### src/rtl/fb_arbiter.sv
// fb_arbiter: framebuffer arbiter between a CPU command stream and display fetch.
// The display always wins the RAM port; CPU DATA writes wait in WRITE until the
// display releases the port, then auto-increment the CPU address with wrap.
//
// Ports:
//   CLK_FAST    in   1   clock
//   RESET       in   1   asynchronous active-high reset
//   CMD_VALID   in   1   command available
//   CMD_READY   out  1   command accepted this cycle (IDLE only)
//   CMD_REG     in   3   register select (0 CTRL, 1 ADDR_LOW, 2 ADDR_HIGH, 3 DATA)
//   CMD_DATA    in   8   command payload
//   DISP_REQ    in   1   display fetch request
//   DISP_ADDR   in  13   display fetch address
//   DISP_DATA   out  8   fetched display byte
//   DISP_VALID  out  1   DISP_REQ delayed one cycle
//   RAM_ADDR    out 13   framebuffer address
//   RAM_WDATA   out  8   framebuffer write data
//   RAM_WE      out  1   framebuffer write strobe
//   RAM_RDATA   in   8   framebuffer read data (one cycle latency)
//   ADDR_REG    out 14   current CPU address
//   MODE        out  2   display mode
//   STALL       out  1   sticky: a DATA write waited too long
module fb_arbiter #(
    parameter int RAM_SIZE  = 6144,
    parameter int STALL_MAX = 1023
) (
    input  logic        CLK_FAST,
    input  logic        RESET,
    input  logic        CMD_VALID,
    output logic        CMD_READY,
    input  logic [2:0]  CMD_REG,
    input  logic [7:0]  CMD_DATA,
    input  logic        DISP_REQ,
    input  logic [12:0] DISP_ADDR,
    output logic [7:0]  DISP_DATA,
    output logic        DISP_VALID,
    output logic [12:0] RAM_ADDR,
    output logic [7:0]  RAM_WDATA,
    output logic        RAM_WE,
    input  logic [7:0]  RAM_RDATA,
    output logic [13:0] ADDR_REG,
    output logic [1:0]  MODE,
    output logic        STALL
);

    localparam logic [1:0] S_IDLE   = 2'd0;
    localparam logic [1:0] S_DECODE = 2'd1;
    localparam logic [1:0] S_WRITE  = 2'd2;
    localparam logic [1:0] S_INCR   = 2'd3;

    // Wide enough to hold STALL_MAX+1 so the "exceeded" condition is reachable.
    localparam int unsigned WW = $clog2(STALL_MAX + 2);
    localparam logic [WW-1:0] STALL_LIM = WW'(STALL_MAX);
    localparam logic [14:0]   SIZE15    = 15'(RAM_SIZE);

    logic [1:0]    state_q, state_d;
    logic [2:0]    reg_q, reg_d;
    logic [7:0]    data_q, data_d;
    logic [13:0]   addr_q, addr_d;
    logic [1:0]    mode_q, mode_d;
    logic [4:0]    code_q, code_d;
    logic          neg_q, neg_d;
    logic [WW-1:0] wait_q, wait_d;
    logic          stall_q, stall_d;
    logic          dv_q;
    logic [7:0]    dd_q;

    logic [7:0]  inc;
    logic [14:0] inc15, addr15, sum, pos_addr, neg_addr;
    logic        in_range;

    // Address step selected by incr_code[3:0]; bit 4 is stored but unused.
    always_comb begin
        inc = '0;
        case (code_q[3:0])
            4'd0:    inc = 8'd0;
            4'd9:    inc = 8'd3;
            4'd10:   inc = 8'd10;
            4'd11:   inc = 8'd40;
            4'd12:   inc = 8'd80;
            4'd13:   inc = 8'd160;
            4'd14:   inc = 8'd120;
            4'd15:   inc = 8'd240;
            default: inc = 8'd1 << (code_q[3:0] - 4'd1);
        endcase
    end

    assign inc15    = {7'd0, inc};
    assign addr15   = {1'b0, addr_q};
    assign sum      = addr15 + inc15;
    assign pos_addr = (sum >= SIZE15) ? (sum - SIZE15) : sum;
    assign neg_addr = (addr15 < inc15) ? (addr15 + SIZE15 - inc15) : (addr15 - inc15);
    assign in_range = addr15 < SIZE15;

    always_comb begin
        state_d = state_q;
        reg_d   = reg_q;
        data_d  = data_q;
        addr_d  = addr_q;
        mode_d  = mode_q;
        code_d  = code_q;
        neg_d   = neg_q;
        wait_d  = wait_q;
        case (state_q)
            S_IDLE: begin
                if (CMD_VALID) begin
                    reg_d   = CMD_REG;
                    data_d  = CMD_DATA;
                    state_d = S_DECODE;
                end
            end
            S_DECODE: begin
                state_d = S_IDLE;
                case (reg_q)
                    3'd0: begin
                        mode_d = data_q[1:0];
                        code_d = data_q[6:2];
                        neg_d  = data_q[7];
                    end
                    3'd1: addr_d[5:0]  = data_q[5:0];
                    3'd2: addr_d[13:6] = data_q;
                    3'd3: begin
                        wait_d  = '0;
                        state_d = S_WRITE;
                    end
                    default: ;
                endcase
            end
            S_WRITE: begin
                if (DISP_REQ) begin
                    if (wait_q != '1) wait_d = wait_q + 1'b1;
                end else begin
                    state_d = S_INCR;
                end
            end
            default: begin
                addr_d  = neg_q ? neg_addr[13:0] : pos_addr[13:0];
                state_d = S_IDLE;
            end
        endcase
    end

    // Looks at the next count so STALL sets on the same edge the limit is passed.
    assign stall_d = stall_q | (wait_d > STALL_LIM);

    always_ff @(posedge CLK_FAST or posedge RESET) begin
        if (RESET) begin
            state_q <= S_IDLE;
            reg_q   <= '0;
            data_q  <= '0;
            addr_q  <= '0;
            mode_q  <= 2'd1;
            code_q  <= 5'd1;
            neg_q   <= 1'b0;
            wait_q  <= '0;
            stall_q <= 1'b0;
            dv_q    <= 1'b0;
            dd_q    <= '0;
        end else begin
            state_q <= state_d;
            reg_q   <= reg_d;
            data_q  <= data_d;
            addr_q  <= addr_d;
            mode_q  <= mode_d;
            code_q  <= code_d;
            neg_q   <= neg_d;
            wait_q  <= wait_d;
            stall_q <= stall_d;
            dv_q    <= DISP_REQ;
            if (dv_q) dd_q <= RAM_RDATA;
        end
    end

    // Strobe is decoded from the state register so an async reset drops it at once.
    assign RAM_WE     = (state_q == S_WRITE) && !DISP_REQ && in_range;
    assign RAM_ADDR   = DISP_REQ ? DISP_ADDR : addr_q[12:0];
    assign RAM_WDATA  = data_q;
    assign CMD_READY  = (state_q == S_IDLE);
    assign DISP_VALID = dv_q;
    assign DISP_DATA  = dd_q;
    assign ADDR_REG   = addr_q;
    assign MODE       = mode_q;
    assign STALL      = stall_q;

endmodule
### config.mk
export PLATFORM = sky130hd
export DESIGN_NAME = fb_arbiter
export DESIGN_NICKNAME = d
export VERILOG_FILES = /design/src/rtl/fb_arbiter.sv
export SDC_FILE = /design/constraint.sdc
export NUM_CORES = 1
export LEC_CHECK = 0
export ABC_AREA = 1
export CAP_MARGIN = 5
export CORE_MARGIN = 1.5
export CORE_UTILIZATION = 40
export CTS_CLUSTER_SIZE = 8
export DETAILED_ROUTE_END_ITERATION = 12
export SLEW_MARGIN = 25
export SYNTH_ARGS = -nofsm -noshare
export SYNTH_HDL_FRONTEND = slang
export SYNTH_SLANG_ARGS = --single-unit
### constraint.sdc
create_clock -name CLK_FAST -period 9.1 [get_ports CLK_FAST]
set_input_delay 0.91 -clock CLK_FAST [delete_from_list [all_inputs] [get_ports CLK_FAST]]
set_output_delay 0.91 -clock CLK_FAST [all_outputs]
set_load 0.1 [all_outputs]
==> impl_results.html <==
<table>
<tr><th>Metric</th><th>Value</th></tr>
<tr><th colspan="2">Synthesis</th></tr>
<tr><td>Flip-flop and latch count after synthesis</td><td>55</td></tr>
<tr><td>Post-synthesis cell count</td><td>670</td></tr>
<tr><td>Post-synth ARST share</td><td>100%</td></tr>
<tr><td>Proportion of synthesized chip area in sequential cells</td><td>28.4%</td></tr>
<tr><td>Number of nets in the synthesized netlist</td><td>756</td></tr>
<tr><td>Post-synth top flop</td><td>dfrtp_1</td></tr>
<tr><td>Post-synthesis average cell area</td><td>7.24 sq um</td></tr>
<tr><td>Synthesis Warnings</td><td>0</td></tr>
<tr><td>Synth unique cells</td><td>47</td></tr>
<tr><td>Combined area of all synthesized cells</td><td>4850 sq um</td></tr>
<tr><td>Number of synthesized flops with an enable pin</td><td>0</td></tr>
<tr><th colspan="2">Timing</th></tr>
<tr><td>Final slew viol count</td><td>0</td></tr>
<tr><td>Relative max-transition margin</td><td>33.4%</td></tr>
<tr><td>Unrepaired setup endpoints after global routing</td><td>no</td></tr>
<tr><td>Share of the clock period used by the worst path</td><td>45.1%</td></tr>
<tr><td>Setup skew after layout</td><td>0.00376 ns</td></tr>
<tr><td>Peak clock frequency supported by timing</td><td>244 MHz</td></tr>
<tr><td>Final setup violation count</td><td>0</td></tr>
<tr><td>Setup TNS</td><td>0 ns</td></tr>
<tr><td>Number of hold violations in the final report</td><td>0</td></tr>
<tr><td>Final worst hold slack</td><td>0.476 ns</td></tr>
<tr><td>Transition time of the tightest slew-check pin</td><td>0.995 ns</td></tr>
<tr><td>Final critical path time including I/O delays and setup</td><td>4.10 ns</td></tr>
<tr><th colspan="2">Finish</th></tr>
<tr><td>Fill count</td><td>1214</td></tr>
<tr><td>Proportion of layout cells with a drive suffix above 1</td><td>7.87%</td></tr>
<tr><td>Non-Filler Cell Area, Final</td><td>5950 sq um</td></tr>
<tr><td>ANT cells</td><td>0</td></tr>
<tr><td>Final net count</td><td>835</td></tr>
<tr><td>Area grow syn2layout</td><td>22.7%</td></tr>
<tr><th colspan="2">Clock network</th></tr>
<tr><td>TritonCTS buffer count</td><td>5</td></tr>
<tr><td>Number of clock sinks seen by CTS</td><td>55</td></tr>
<tr><td>Clock buffer depth</td><td>2</td></tr>
<tr><td>Clock tree from TritonCTS</td><td>built</td></tr>
<tr><td>Clock latency at the later pin of the worst-skew pair</td><td>0.29 ns</td></tr>
<tr><td>Cell chosen for the clock root</td><td>clkbuf_16</td></tr>
<tr><td>Maximum level of the CTS H-tree</td><td>2</td></tr>
<tr><td># resized after CTS</td><td>0</td></tr>
<tr><td>Count of buffers added by post-CTS timing repair for setup</td><td>0</td></tr>
<tr><td>Reg clk slew, reported paths</td><td>0.06 ns</td></tr>
<tr><td>Number of buffers added to fix hold violations after cts</td><td>0</td></tr>
<tr><th colspan="2">Place</th></tr>
<tr><td>PortBufs</td><td>84</td></tr>
<tr><td>Weighted congestion reported at the end of routability-driven placement</td><td>0.917</td></tr>
<tr><td>Detail Placement HPWL</td><td>10500 um</td></tr>
<tr><td>Instance area after placement</td><td>5810 sq um</td></tr>
<tr><th colspan="2">Global route</th></tr>
<tr><td>Antenna violations before repair</td><td>0</td></tr>
<tr><td>Overall track demand over capacity in global routing</td><td>21.4%</td></tr>
<tr><td>Global-route track usage on met2</td><td>37.1%</td></tr>
<tr><td>Global-route wire length before repair</td><td>21900 um</td></tr>
<tr><td>Total global routing overflow</td><td>0</td></tr>
<tr><td>Via count of the first global-routing pass</td><td>4528</td></tr>
<tr><td>Maximum number of pins on one net before global-route repair</td><td>56</td></tr>
<tr><td>Global routing usage on met3</td><td>3.27%</td></tr>
<tr><td>Busiest grt layer</td><td>met2</td></tr>
<tr><td>Grt met1 use</td><td>27.3%</td></tr>
<tr><th colspan="2">Floorplanning</th></tr>
<tr><td>Row count</td><td>40</td></tr>
<tr><td>Total I/O pin count</td><td>85</td></tr>
<tr><td>Initial Utilization</td><td>40.7%</td></tr>
<tr><td>Vertical die dimension</td><td>113 um</td></tr>
<tr><td>Core ar.</td><td>11900 sq um</td></tr>
<tr><td>Die Area</td><td>12800 sq um</td></tr>
<tr><td>Die span in x</td><td>113 um</td></tr>
<tr><th colspan="2">Min path</th></tr>
<tr><td>Worst Hold Launch</td><td>STALL$_DFF_PP0_</td></tr>
<tr><td>Class of the worst hold path</td><td>reg -&gt; reg</td></tr>
<tr><th colspan="2">Setup path</th></tr>
<tr><td>FF-to-FF setup slack</td><td>5.41 ns</td></tr>
<tr><td>Critical Path RT</td><td>8.19 ns</td></tr>
<tr><td>Startpoint of the most critical register-to-register path</td><td>code_q[0]$_DFFE_PP1P_</td></tr>
<tr><td>Endpoint kind of the worst setup timing path</td><td>output pin</td></tr>
<tr><td>Type of the worst setup path</td><td>in -&gt; out</td></tr>
<tr><td>Element type at the critical path start</td><td>primary input</td></tr>
<tr><td>Worst r2r dst</td><td>ADDR_REG[11]$_DFFE_PP0P_</td></tr>
<tr><td>Worst-path maximum fanout</td><td>26</td></tr>
<tr><td>Data arrival time of the worst path</td><td>3.19 ns</td></tr>
<tr><td>CP startpoint</td><td>DISP_REQ</td></tr>
<tr><td>Register-to-Register Path Depth</td><td>22</td></tr>
<tr><td>Worst setup path endpoint</td><td>RAM_WE</td></tr>
<tr><th colspan="2">Routing</th></tr>
<tr><td>Post-detailed-route wirelength per cell</td><td>14.8 um</td></tr>
<tr><td>Antenna-violating nets left</td><td>0</td></tr>
<tr><td>Pre-antenna DRT Iters</td><td>5</td></tr>
<tr><td>Violation count after the first detailed-routing iteration</td><td>253</td></tr>
<tr><td>Routed via count</td><td>4743</td></tr>
<tr><td>Wire length after detailed routing</td><td>13300 um</td></tr>
<tr><td>DRC</td><td>0</td></tr>
<tr><td>Via density per instance</td><td>5.29</td></tr>
<tr><th colspan="2">Flow run</th></tr>
<tr><td>Max Cap Viol</td><td>0</td></tr>
<tr><th colspan="2">Run status</th></tr>
<tr><td>Result of the run</td><td>completed</td></tr>
</table>
-- worst min-delay path by stage --
stage	cells after the start	endpoint
detailed placement	1	STALL$_DFF_PP0_
CTS	1	STALL$_DFF_PP0_
finish	1	STALL$_DFF_PP0_
global route	1	STALL$_DFF_PP0_
global placement	1	STALL$_DFF_PP0_
floorplan	2	wait_q[10]$_DFF_PP0_
-- flip-flops by register name, summed over array words and instances, names as in the netlist --
register	cells
state_q	2
STALL	1
MODE	2
reg_q	3
RAM_WDATA	8
wait_q	11
code_q	4
DISP_DATA	8
DISP_VALID	1
neg_q	1
ADDR_REG	14
-- metal layers --
| metal | share of wire (%) | vias to the layer above |
|---|---|---|
| li1 | - | 2330 |
| met3 | 5.0 | 18 |
| met2 | 48 | 117 |
| met1 | 45 | 2278 |
| met4 | 1.9 | 0 |
| met5 | 0 | - |
-- critical path, stage by stage --
cell             delay (ns)
clkdlybuf4s50_1        0.40
buf_4                  0.23
inv_1                  0.28
nand3_1                0.12
nor2_1                 0.10
clkdlybuf4s50_1        1.13
-- layout by cell type (no fill, tap or decap), types with 2 or more instances in the layout --
| master | Yosys | final |
|---|---|---|
| a22oi_1 | 4 | 4 |
| a31oi_1 | 4 | 4 |
| or2_2 | 4 | 4 |
| o22ai_1 | 3 | 3 |
| o21ai_1 | 5 | 5 |
| ha_1 | 41 | 41 |
| dfstp_2 | 2 | 2 |
| dfrtp_1 | 53 | 53 |
| buf_4 | 1 | 2 |
| xor2_1 | 14 | 14 |
| nand2_2 | 11 | 11 |
| nor2_1 | 66 | 66 |
| clkinv_1 | 2 | 2 |
| nor3_1 | 6 | 6 |
| clkbuf_16 | 0 | 5 |
| o21bai_1 | 3 | 3 |
| clkdlybuf4s50_1 | 0 | 84 |
| mux2_2 | 19 | 19 |
| inv_2 | 4 | 5 |
| nand3_1 | 47 | 47 |
| o31ai_1 | 2 | 2 |
| clkbuf_1 | 7 | 3 |
| xnor2_1 | 2 | 2 |
| o211ai_1 | 11 | 11 |
| nand3_2 | 2 | 2 |
| o21ai_0 | 32 | 32 |
| fa_1 | 9 | 9 |
| a21oi_2 | 4 | 4 |
| a21oi_1 | 39 | 39 |
| nand2_1 | 155 | 155 |
| inv_1 | 92 | 91 |
| nand4_1 | 6 | 6 |
-- cell type report --
| class | instances | area (sq um) | area share, % |
|---|---|---|---|
| clock buffers | 8 | 136 | 2.29 |
| inverters | 98 | 368 | 6.18 |
| multi-input cells | 503 | 3030 | 50.9 |
| flip-flops and latches | 55 | 1380 | 23.2 |
| well taps | 147 | 184 | 3.09 |
| repair buffers | 86 | 856 | 14.4 |
-- per-stage QoR --
step	util [%]	setup WS [ns]	std cells
final	50.0	5.00	897
after global routing	50.0	4.91	897
after CTS	50.0	4.98	897
after detailed placement	48.8	4.98	889
after global placement	48.8	5.01	889
after floorplan	-	4.69	670
-- synthesized netlist by cell type, drive strengths merged (6+ instances only) --
master,number,area share [%]
inv,96,7.4
clkbuf,7,0.54
nand3,49,5.3
nand2,166,13
nand4,7,1.0
nor3,6,0.62
fa,9,3.7
ha,41,11
o21ai,37,3.8
mux2,19,4.4
xor2,14,2.5
buf,7,1.0
a21oi,43,4.7
nor2,68,5.5
dfrtp,53,27
o211ai,12,2.0
-- kinds of logic (layout without fill, tap and decap cells) --
group                    Yosys count  after routing  synth area share, %
AO/OA/AOI/OAI                    116            116                 14.2
buffers and inverters            112            192                 9.13
flip-flops                        55             55                 28.4
XOR/XNOR                          16             16                 2.89
adder cells (fa/ha/maj)           50             50                 14.3
AND/OR/NAND/NOR                  302            302                 26.6
multiplexers                      19             19                 4.41
Power is not shown: default switching activity piles up to over one toggle a cycle in this logic, so the estimate is an artifact.
